### src/rtl/mem_port_arbiter.sv
// rtl/mem_port_arbiter.sv - shares one memory port between instruction fetch and data accesses
module mem_port_arbiter #(
   parameter int ADDR_W   = 32,
   parameter int DATA_W   = 32,
   parameter int MAX_WAIT = 4,
   parameter int TIMEOUT  = 15
) (
   input  logic              clk,
   input  logic              reset,
   input  logic              if_req,
   input  logic [ADDR_W-1:0] if_addr,
   output logic              if_gnt,
   output logic              if_done,
   output logic [DATA_W-1:0] if_rdata,
   input  logic              d_req,
   input  logic              d_we,
   input  logic [ADDR_W-1:0] d_addr,
   input  logic [DATA_W-1:0] d_wdata,
   output logic              d_gnt,
   output logic              d_done,
   output logic [DATA_W-1:0] d_rdata,
   output logic              mem_en,
   output logic              mem_we,
   output logic [ADDR_W-1:0] mem_addr,
   output logic [DATA_W-1:0] mem_wdata,
   input  logic [DATA_W-1:0] mem_rdata,
   input  logic              mem_ready,
   output logic [1:0]        owner,
   output logic              err
);

   localparam int SW = $clog2(MAX_WAIT + 1);
   localparam int WW = $clog2(TIMEOUT + 1);
   localparam logic [SW-1:0] MAX_WAIT_C = SW'(MAX_WAIT);
   localparam logic [WW-1:0] WAIT_LAST  = WW'(TIMEOUT - 1);

   typedef enum logic [1:0] {IDLE, BUSY_IF, BUSY_D, DONE} state_t;

   state_t        state;
   logic [SW-1:0] starve_cnt;
   logic [WW-1:0] wait_cnt;

   // mem_* outputs double as the latched request; requester inputs are ignored after the grant
   always_ff @(posedge clk or posedge reset) begin
      if (reset) begin
         state      <= IDLE;
         starve_cnt <= '0;
         wait_cnt   <= '0;
         if_gnt     <= 1'b0;
         if_done    <= 1'b0;
         if_rdata   <= '0;
         d_gnt      <= 1'b0;
         d_done     <= 1'b0;
         d_rdata    <= '0;
         mem_en     <= 1'b0;
         mem_we     <= 1'b0;
         mem_addr   <= '0;
         mem_wdata  <= '0;
         owner      <= 2'b00;
         err        <= 1'b0;
      end else begin
         if_done <= 1'b0;
         d_done  <= 1'b0;
         err     <= 1'b0;
         case (state)
            IDLE: begin
               wait_cnt <= '0;
               if (d_req && (!if_req || starve_cnt < MAX_WAIT_C)) begin
                  state      <= BUSY_D;
                  d_gnt      <= 1'b1;
                  owner      <= 2'b10;
                  mem_en     <= 1'b1;
                  mem_we     <= d_we;
                  mem_addr   <= d_addr;
                  mem_wdata  <= d_wdata;
                  starve_cnt <= if_req ? starve_cnt + 1'b1 : '0;
               end else if (if_req) begin
                  state      <= BUSY_IF;
                  if_gnt     <= 1'b1;
                  owner      <= 2'b01;
                  mem_en     <= 1'b1;
                  mem_we     <= 1'b0;
                  mem_addr   <= if_addr;
                  mem_wdata  <= '0;
                  starve_cnt <= '0;
               end else begin
                  starve_cnt <= '0;
               end
            end
            BUSY_IF, BUSY_D: begin
               if (mem_ready || wait_cnt == WAIT_LAST) begin
                  state  <= DONE;
                  if_gnt <= 1'b0;
                  d_gnt  <= 1'b0;
                  owner  <= 2'b00;
                  mem_en <= 1'b0;
                  mem_we <= 1'b0;
                  err    <= !mem_ready;
                  if (state == BUSY_IF) begin
                     if_done  <= 1'b1;
                     if_rdata <= mem_ready ? mem_rdata : '0;
                  end else begin
                     d_done <= 1'b1;
                     if (!mem_ready)
                        d_rdata <= '0;
                     else if (!mem_we)
                        d_rdata <= mem_rdata;
                  end
               end else begin
                  wait_cnt <= wait_cnt + 1'b1;
               end
            end
            DONE: begin
               state    <= IDLE;
               wait_cnt <= '0;
            end
            default: state <= IDLE;
         endcase
      end
   end

endmodule

### config.mk
export PLATFORM = sky130hd
export DESIGN_NAME = mem_port_arbiter
export DESIGN_NICKNAME = d
export VERILOG_FILES = /design/src/rtl/mem_port_arbiter.sv
export SDC_FILE = /design/constraint.sdc
export NUM_CORES = 1
export LEC_CHECK = 0
export ABC_CLOCK_PERIOD_IN_PS = 6000
export CORE_UTILIZATION = 41
export CTS_CLUSTER_SIZE = 40
export DETAILED_ROUTE_END_ITERATION = 6
export PLACE_DENSITY = 0.8
export SETUP_SLACK_MARGIN = 0.02
export SLEW_MARGIN = 10
export SYNTH_ARGS = -nofsm -noshare
export SYNTH_HDL_FRONTEND = slang
export SYNTH_SLANG_ARGS = --single-unit
### constraint.sdc
create_clock -name clk -period 6 [get_ports clk]
set_input_delay 0.6 -clock clk [delete_from_list [all_inputs] [get_ports clk]]
set_output_delay 0.6 -clock clk [all_outputs]
set_load 0.01 [all_outputs]
Yosys cells after proc, flatten, opt, wreduce, memory -nomap -nowiden

Cells that the tools add are included.

Flip-flop bits (word level): 146
Bits in latches: 0
Memory bits (writable): 0
Memory bits (read-only): 0
Bits of input ports: 134
Output and inout bits: 137
Logic and storage cells: 83
Memories kept: 0

Add/sub/neg operators: 2
Multiply operators: 0
Divide/modulo/power cells: 0
$lt $le $gt $ge: 1
Equality and inequality tests: 11
Shift-type cells: 0
Muxes and demuxes: 36
Bitwise logic cells: 1
Reductions and logical operators: 17

Operators with widths:

| operator            | number |
|---|---|
| $mux 32             | 7 |
| $mux 1              | 15 |
| $ne 2x2->1 const B  | 6 |
| $reduce_and 3->1    | 3 |
| $mux 2              | 4 |
| $pmux 1 s2          | 4 |
| $pmux 4 s2          | 1 |
| $reduce_and 4->1    | 2 |
| $mux 3              | 2 |
| $pmux 2 s3          | 1 |
| $add 4x1->4 const B | 1 |
| $eq 2x2->1 const B  | 2 |
| $eq 4x4->1 const B  | 1 |
| $mux 4              | 1 |
| $pmux 2 s2          | 1 |
| $reduce_and 2->1    | 2 |
| $reduce_bool 2->1   | 2 |
| $reduce_or 2->1     | 2 |
| $add 3x1->3 const B | 1 |
| $lt 3x3->1 const B  | 1 |
| $ne 3x3->1 const B  | 1 |
| $eq 2x1->1 const B  | 1 |
| $logic_not 1->1     | 2 |
| $logic_not 2->1     | 1 |
| other kinds (3)     | 4 |

Longest topological paths before layout

Gate-level depths: netlist of the first run.

Depth after elaboration: 5
Mapped depth: 8
Depth with buffers taken out: 6

Worst setup path before layout of the first run

OpenSTA, ideal clock, no wires.

Kind: register -> register
From: reg state[0]
To: reg if_rdata[0]
Setup time: 121 ps
Arrival time: 1658 ps
Required time: 5879 ps
Slack: 4221 ps
Cell stages (with the launch flop): 9
Buffers on the path: 2
Clock period less this slack: 1779 ps
Path through: dfrtp_1 -> inv_1 -> ha_1 -> buf_2 -> inv_1 -> nor2_1 -> nand2_1 -> buf_2 -> a22o_1

Word-level cells in the longest chain between the ends: 3
Elaborated cells between the ends (all ways): 4
Classes of those cells: eq/ne (2); reduce/logical (2)

Ends and longest elaborated chain:

| element                                  | line   | RTL |
|---|---|---|
| start, declared                          | 39     | `state_t state;` |
| start signal, assigned                   | 46     | `state <= IDLE;` |
| start signal, assigned                   | 69     | `state <= BUSY_D;` |
| start signal, assigned                   | 78     | `state <= BUSY_IF;` |
| $eq 2x1->1 or $eq 2x2->1 (tied branches) | 65, 99 |  |
| $reduce_or 2->1                          | 65     | `case (state)` |
| $reduce_and 3->1 (no line) (*)           | -      |  |
| end signal, assigned                     | 101    | `if_rdata <= mem_ready ? mem_rdata : '0;` |
| end, declared                            | 14     | `output logic [DATA_W-1:0] if_rdata,` |

Every way passes the cells marked *; elsewhere a longest branch is shown, timed or not.
A chain may end at the register's enable or synchronous reset.

Worst setup path in the final report of the first run

From: reg state[0]
To: reg if_rdata[20]

The elaborated chain is that of the path after synthesis.

==> flow_summary.yaml, run 1 <==
status:
  outcome: "finished clean"
placement:
  port_buffers: 270
  hpwl_um: 12000
  placedCellCount: 864
  globalplace.congestion: 0.813
synthesis:
  synth_top_flop_cell: "dfrtp_1"
  yosysTopAreaCellShare: 0.635
  ys_top_cells_by_area: "dfrtp_1 (63%), a22o_1 (15%), mux2i_1 (5.9%)"
  synth_seq_area_share: 0.635
  yosysTopAreaCell: "dfrtp_1"
  async_reset_ff_frac: 1.00
  synth.avg_cell_area_um2: 12.9
  netlist_area_um2: 5750
  synth_cell_types: 35
  syn-num-nets: 586
  ys_warn_count: 0
  synth_edf_count: 0
  syn_inst: 446
  ys_ff_latch: 146
global_route:
  grt.overflow.total: 0
  grt_pass1_wl_um: 25900
  track_usage: 0.235
  grt_start_max_net_pins: 105
  antenna_found_initial: 0
  grt_pass1_vias: 4772
clock_tree:
  post-cts-setup-buffer-count: 0
  cts_resized: 0
  cts_hold_buf: 0
  clk_latency_ns: 0.42
  path_clk_slew_ns: 0.06
  clk_path_buf_depth: 2
  cts_buffers: 17
  ctsRootBufferMaster: "clkbuf_16"
  cts_tree: "built"
  h-tree-depth: 4
  cts.sinks: 146
setup_path:
  cp.arrival_ns: 3.04
  critical_path_required_ns: 6.30
  rr_endpoint: "if_rdata[20]"
  r2r_start: "state[0]"
  path_common_cell: "inv_1"
  worstSetupEndpointType: "flip-flop"
  slowest_stage: "nand2_1"
  worstSetupStartpointType: "flip-flop"
  crit_type: "reg2reg"
  worstRegToRegCells: 6
  path_cells: "inv_1, ha_1, inv_1, nor2_1, nand2_1, a22o_1"
  slowest_delay_ns: 0.70
  worst-path-max-fanout: 33
  rrSetupSlack_ns: 3.26
sta:
  slew_headroom: 0.206
  setup_viol: 0
  skew_ns: 0.00943
  hold_violations: 0
  slew_violations: 0
  rsz0062_at_grt: "no"
  fin_tns_setup_ns: 0
  maxClockFrequency_mhz: 365
  min_period_over_period: 0.457
  min_period_ns: 2.74
  worstMarginPinSlew_ns: 1.19
final_layout:
  final_cell_mix: "clkdlybuf4s50_1 (270), dfrtp_1 (146), a22o_1 (97)"
  fin_nets: 848
  fin_cells: 897
  diodes: 0
  drive_gt1_frac: 0.0638
  area_delta_synth_final_pct: 59.7
  mostFrequentLayoutCell: "clkdlybuf4s50_1"
routing:
  antenna_left: 0
  route.detailed.wl_per_inst_um: 18.7
  vias: 4794
  routed_wl_um: 16800
  via_per_inst: 5.34
  drc: 0
  drt_iter0_markers: 302
  drt_first_pass_iters: 7
worst_hold_path:
  worstHoldPathCells: 2
  whs_endpoint: "mem_addr[6]"
  min_from: "mem_addr[6]"
  hold_path.class: "reg2reg"
die:
  fp.coreArea_um2: 13500
  die_area_um2: 14500
  die_h_um: 120
  num_rows: 42
  ios: 271
  die_w_um: 120
  start_util: 0.428
power:
  p_leak_nw: 4.13
  peakVddDrop_uv: 246
  power_density_nw_per_um2: 530
run:
  max-cap-violations: 0
registers in the layout, indices dropped and copies added (netlist names), 2 cells and up:
| register | cells |
|---|---|
| mem_wdata | 32 |
| d_rdata | 32 |
| if_rdata | 32 |
| mem_addr | 32 |
| owner | 2 |
| state | 2 |
| starve_cnt | 3 |
| wait_cnt | 4 |
how the worst max path moves through the flow:
stage / start / end / slack [ns] / cells after the start
2_1_floorplan: reset / d_done / 1.48 / 1
3_3_place_gp: d_req / mem_we / 2.97 / 5
3_5_place_dp: d_req / mem_wdata[12] / 2.88 / 5
4_1_cts: state[0] / if_rdata[20] / 3.27 / 6
5_1_grt: state[1] / if_rdata[20] / 3.03 / 6
6_report: state[0] / if_rdata[20] / 3.26 / 6
power breakdown:
part	switching [mW]	total, mW	internal (mW)
Sequential	0.265	1.69	1.42
Clock	0.417	1.05	0.628
Combinational	0.953	2.14	1.18
Total	1.64	4.87	3.23
cell usage after synthesis, types with 2 or more instances:
master,instances
a21oi_1,2
a22o_1,97
buf_2,19
buf_6,3
clkbuf_1,9
dfrtp_1,146
ha_1,6
inv_1,11
mux2i_1,34
nand2_1,40
nand3_1,2
nand4_1,2
nor2_1,12
o21ai_0,41
xor2_1,2
metrics by stage:
stage	hold slack [ns]	power (mW)	utilization	setup slack, ns	cell area (um2)
after detailed placement	0.470	3.80	0.637	2.88	8570
after global routing	0.500	5.14	0.683	3.03	9190
after global placement	0.461	3.73	0.637	2.97	8570
final	0.479	4.87	0.683	3.26	9190
after CTS	0.484	4.88	0.681	3.27	9160
after floorplan	0.457	2.66	-	1.48	5750
layer usage:
metal	up-vias	part of all wire	GRT usage
li1	2156	-	-
met5	-	0	0
met3	32	0.091	0.0703
met2	273	0.49	0.394
met4	0	0.027	0.0965
met1	2333	0.39	0.284
layout make-up:
cell class                 instances  area [um2]
clock buffer                      18         439
clock inverter                    14         153
fill                             970        4260
inverter                          11        46.3
multi-input combinational        257        1920
sequential                       146        3650
tap                              176         220
timing repair buffer             275        2760
cells by family after synthesis:
logic type      count (synthesis)  share of synthesized area
fa+ha+maj                       6                     0.0130
compound gates                152                      0.205
simple gates                   61                     0.0450
buf+inv                        43                     0.0361
flops                         146                      0.635
xor+xnor                        3                    0.00457
mux                            35                     0.0611
worst max-delay path, delay by kind of cell, from the launching register on:
kind	cells	cell delay [ns]
AOI/OAI and AO/OA	1	0.51
buffers and inverters	2	0.33
DFF	1	0.34
adders and majority gates	1	0.53
and+or+nand+nor	2	0.91
Note: power is estimated with default switching activity, not from simulation.
==> run 2, diff against run 1 <==
--- a/config.mk
+++ b/config.mk
@@ -5,7 +5,7 @@
 export SDC_FILE = /design/constraint.sdc
 export NUM_CORES = 1
 export LEC_CHECK = 0
-export ABC_CLOCK_PERIOD_IN_PS = 6000
+export ABC_CLOCK_PERIOD_IN_PS = 2560
 export CORE_UTILIZATION = 41
 export CTS_CLUSTER_SIZE = 40
 export DETAILED_ROUTE_END_ITERATION = 6
==> constraint.sdc (replaced) <==
create_clock -name clk -period 2.56 [get_ports clk]
set_input_delay 0.256 -clock clk [delete_from_list [all_inputs] [get_ports clk]]
set_output_delay 0.256 -clock clk [all_outputs]
set_load 0.01 [all_outputs]
==> run 2 against run 1 <==
  * First-iteration DRC count is 24% higher
  * Clock-buffer cell count is the same
  * Non-clock buffer count is 7 higher
  * Largest cell class unchanged
  * Setup slack got worse by 2.8 ns
  * Die area did not move
  * Sequential cell count is the same
  * Maximum frequency increased by 33%
  * Worst hold slack worse by 0.069 ns
  * Total power is 140% higher
  * Combinational power grew 140%
  * Via count fell by 1.0%
  * Global-route usage barely moved
==> flow_summary.yaml, run 2 (same netlist as run 1, synthesis figures left out) <==
global_route:
  grt_pass1_vias: 4889
  track_usage: 0.235
  antenna_found_initial: 0
  grt_start_max_net_pins: 147
  grt_pass1_wl_um: 25800
  grt.overflow.total: 0
clock_tree:
  cts_resized: 0
  clk_latency_ns: 0.41
  path_clk_slew_ns: 0.06
  cts_hold_buf: 0
  cts_tree: "built"
  cts.sinks: 146
  h-tree-depth: 4
  clk_path_buf_depth: 2
  cts_buffers: 17
  post-cts-setup-buffer-count: 0
  ctsRootBufferMaster: "clkbuf_16"
power:
  sw_frac_of_total: 0.327
  combPwrFrac: 0.436
  seqPwrFrac: 0.341
  internal_power_mw: 7.77
  clock_power_share: 0.223
  peakVddDrop_uv: 460
  p_leak_nw: 4.18
  switchingPower_mw: 3.77
  power_density_nw_per_um2: 1240
sta:
  hold_ws_ns: 0.410
  hold_violations: 0
  slew_violations: 0
  maxClockFrequency_mhz: 484
  min_period_over_period: 0.807
  slew_headroom: 0.492
  skew_ns: 0.00840
  rsz0062_at_grt: "no"
  min_period_ns: 2.07
  worstMarginPinSlew_ns: 0.762
  fin_tns_setup_ns: 0
  setup_viol: 0
worst_hold_path:
  hold_path.class: "in2async"
final_layout:
  fin_nets: 855
  drive_gt1_frac: 0.0714
  mostFrequentLayoutCell: "clkdlybuf4s50_1"
  seq_area_um2: 3650
  final_cell_area_um2: 9290
  area_delta_synth_final_pct: 61.4
  multi_input_area_um2: 1910
  n_fill_cell: 969
  final_cell_mix: "clkdlybuf4s50_1 (270), dfrtp_1 (146), a22o_1 (97)"
  diodes: 0
placement:
  globalplace.congestion: 0.788
  hpwl_um: 12000
  place_area_um2: 8670
  port_buffers: 270
setup_path:
  worstSetupStartpointType: "flip-flop"
  setup.worst_path.end: "if_rdata[23]"
  cp.arrival_ns: 2.36
  rrSetupSlack_ns: 0.49
  worstRegToRegCells: 7
  crit_type: "reg2reg"
  rr_endpoint: "if_rdata[23]"
  worst-path-max-fanout: 33
  worstSetupEndpointType: "flip-flop"
  worstSetupStartpoint: "state[0]"
  critical_path_required_ns: 2.85
  r2r_start: "state[0]"
routing:
  via_per_inst: 5.25
  vias: 4744
  drc: 0
  routed_wl_um: 16500
  antenna_left: 0
  drt_iter0_markers: 375
  drt_first_pass_iters: 4
  route.detailed.wl_per_inst_um: 18.3
die:
  die_h_um: 120
  die_area_um2: 14500
  fp.coreArea_um2: 13500
  start_util: 0.428
  ios: 271
  die_w_um: 120
  num_rows: 42
status:
  outcome: "finished clean"
run:
  max-cap-violations: 0
run 2: per-stage QoR:
step                instances  setup slack [ns]  total power [mW]   util
floorplan                 446             0.471              6.24      -
global placement          872             0.570              8.82  0.645
detailed placement        872             0.520              9.00  0.645
CTS                       904             0.498              11.6  0.691
global route              904             0.324              12.2  0.691
finish                    904             0.493              11.5  0.691
run 2: routing by layer:
metal / vias to the layer above / wire (um) / GRT usage
met5: - / 0 / 0
met4: 0 / 303 / 0.0910
met3: 24 / 1550 / 0.0693
met2: 250 / 8240 / 0.399
met1: 2299 / 6410 / 0.281
li1: 2171 / - / -
run 2: power groups by stage:
stage,combinational [mW],sequential [mW],clock (mW)
4_1_cts,5.08,3.94,2.62
3_3_place_gp,4.89,3.93,0
2_1_floorplan,1.91,4.32,0
5_1_grt,5.41,4.05,2.72
3_5_place_dp,5.04,3.96,0
6_report,5.03,3.94,2.57
run 2: final cells by class:
class                   instances  area share
flip-flops and latches        146       0.393
well taps                     176      0.0237
repair buffers                282       0.306
inverters                      11     0.00485
clock inverters                14      0.0201
multi-input cells             257       0.206
clock buffers                  18      0.0462
run 2: critical path, cell delays in order (launching register included):
cell     delay (ns)
dfrtp_1        0.36
inv_1          0.08
ha_1           0.50
inv_1          0.21
nor2_1         0.18
nand2_1        0.07
buf_4          0.26
a22o_1         0.28
run 2: worst min-delay path by stage:
stage / end / slack [ns]
final: if_rdata[22] / 0.41
after global routing: mem_wdata[15] / 0.44
after CTS: mem_wdata[31] / 0.43
after floorplan: err / 0.33
after global placement: mem_addr[16] / 0.46
after detailed placement: mem_addr[7] / 0.47
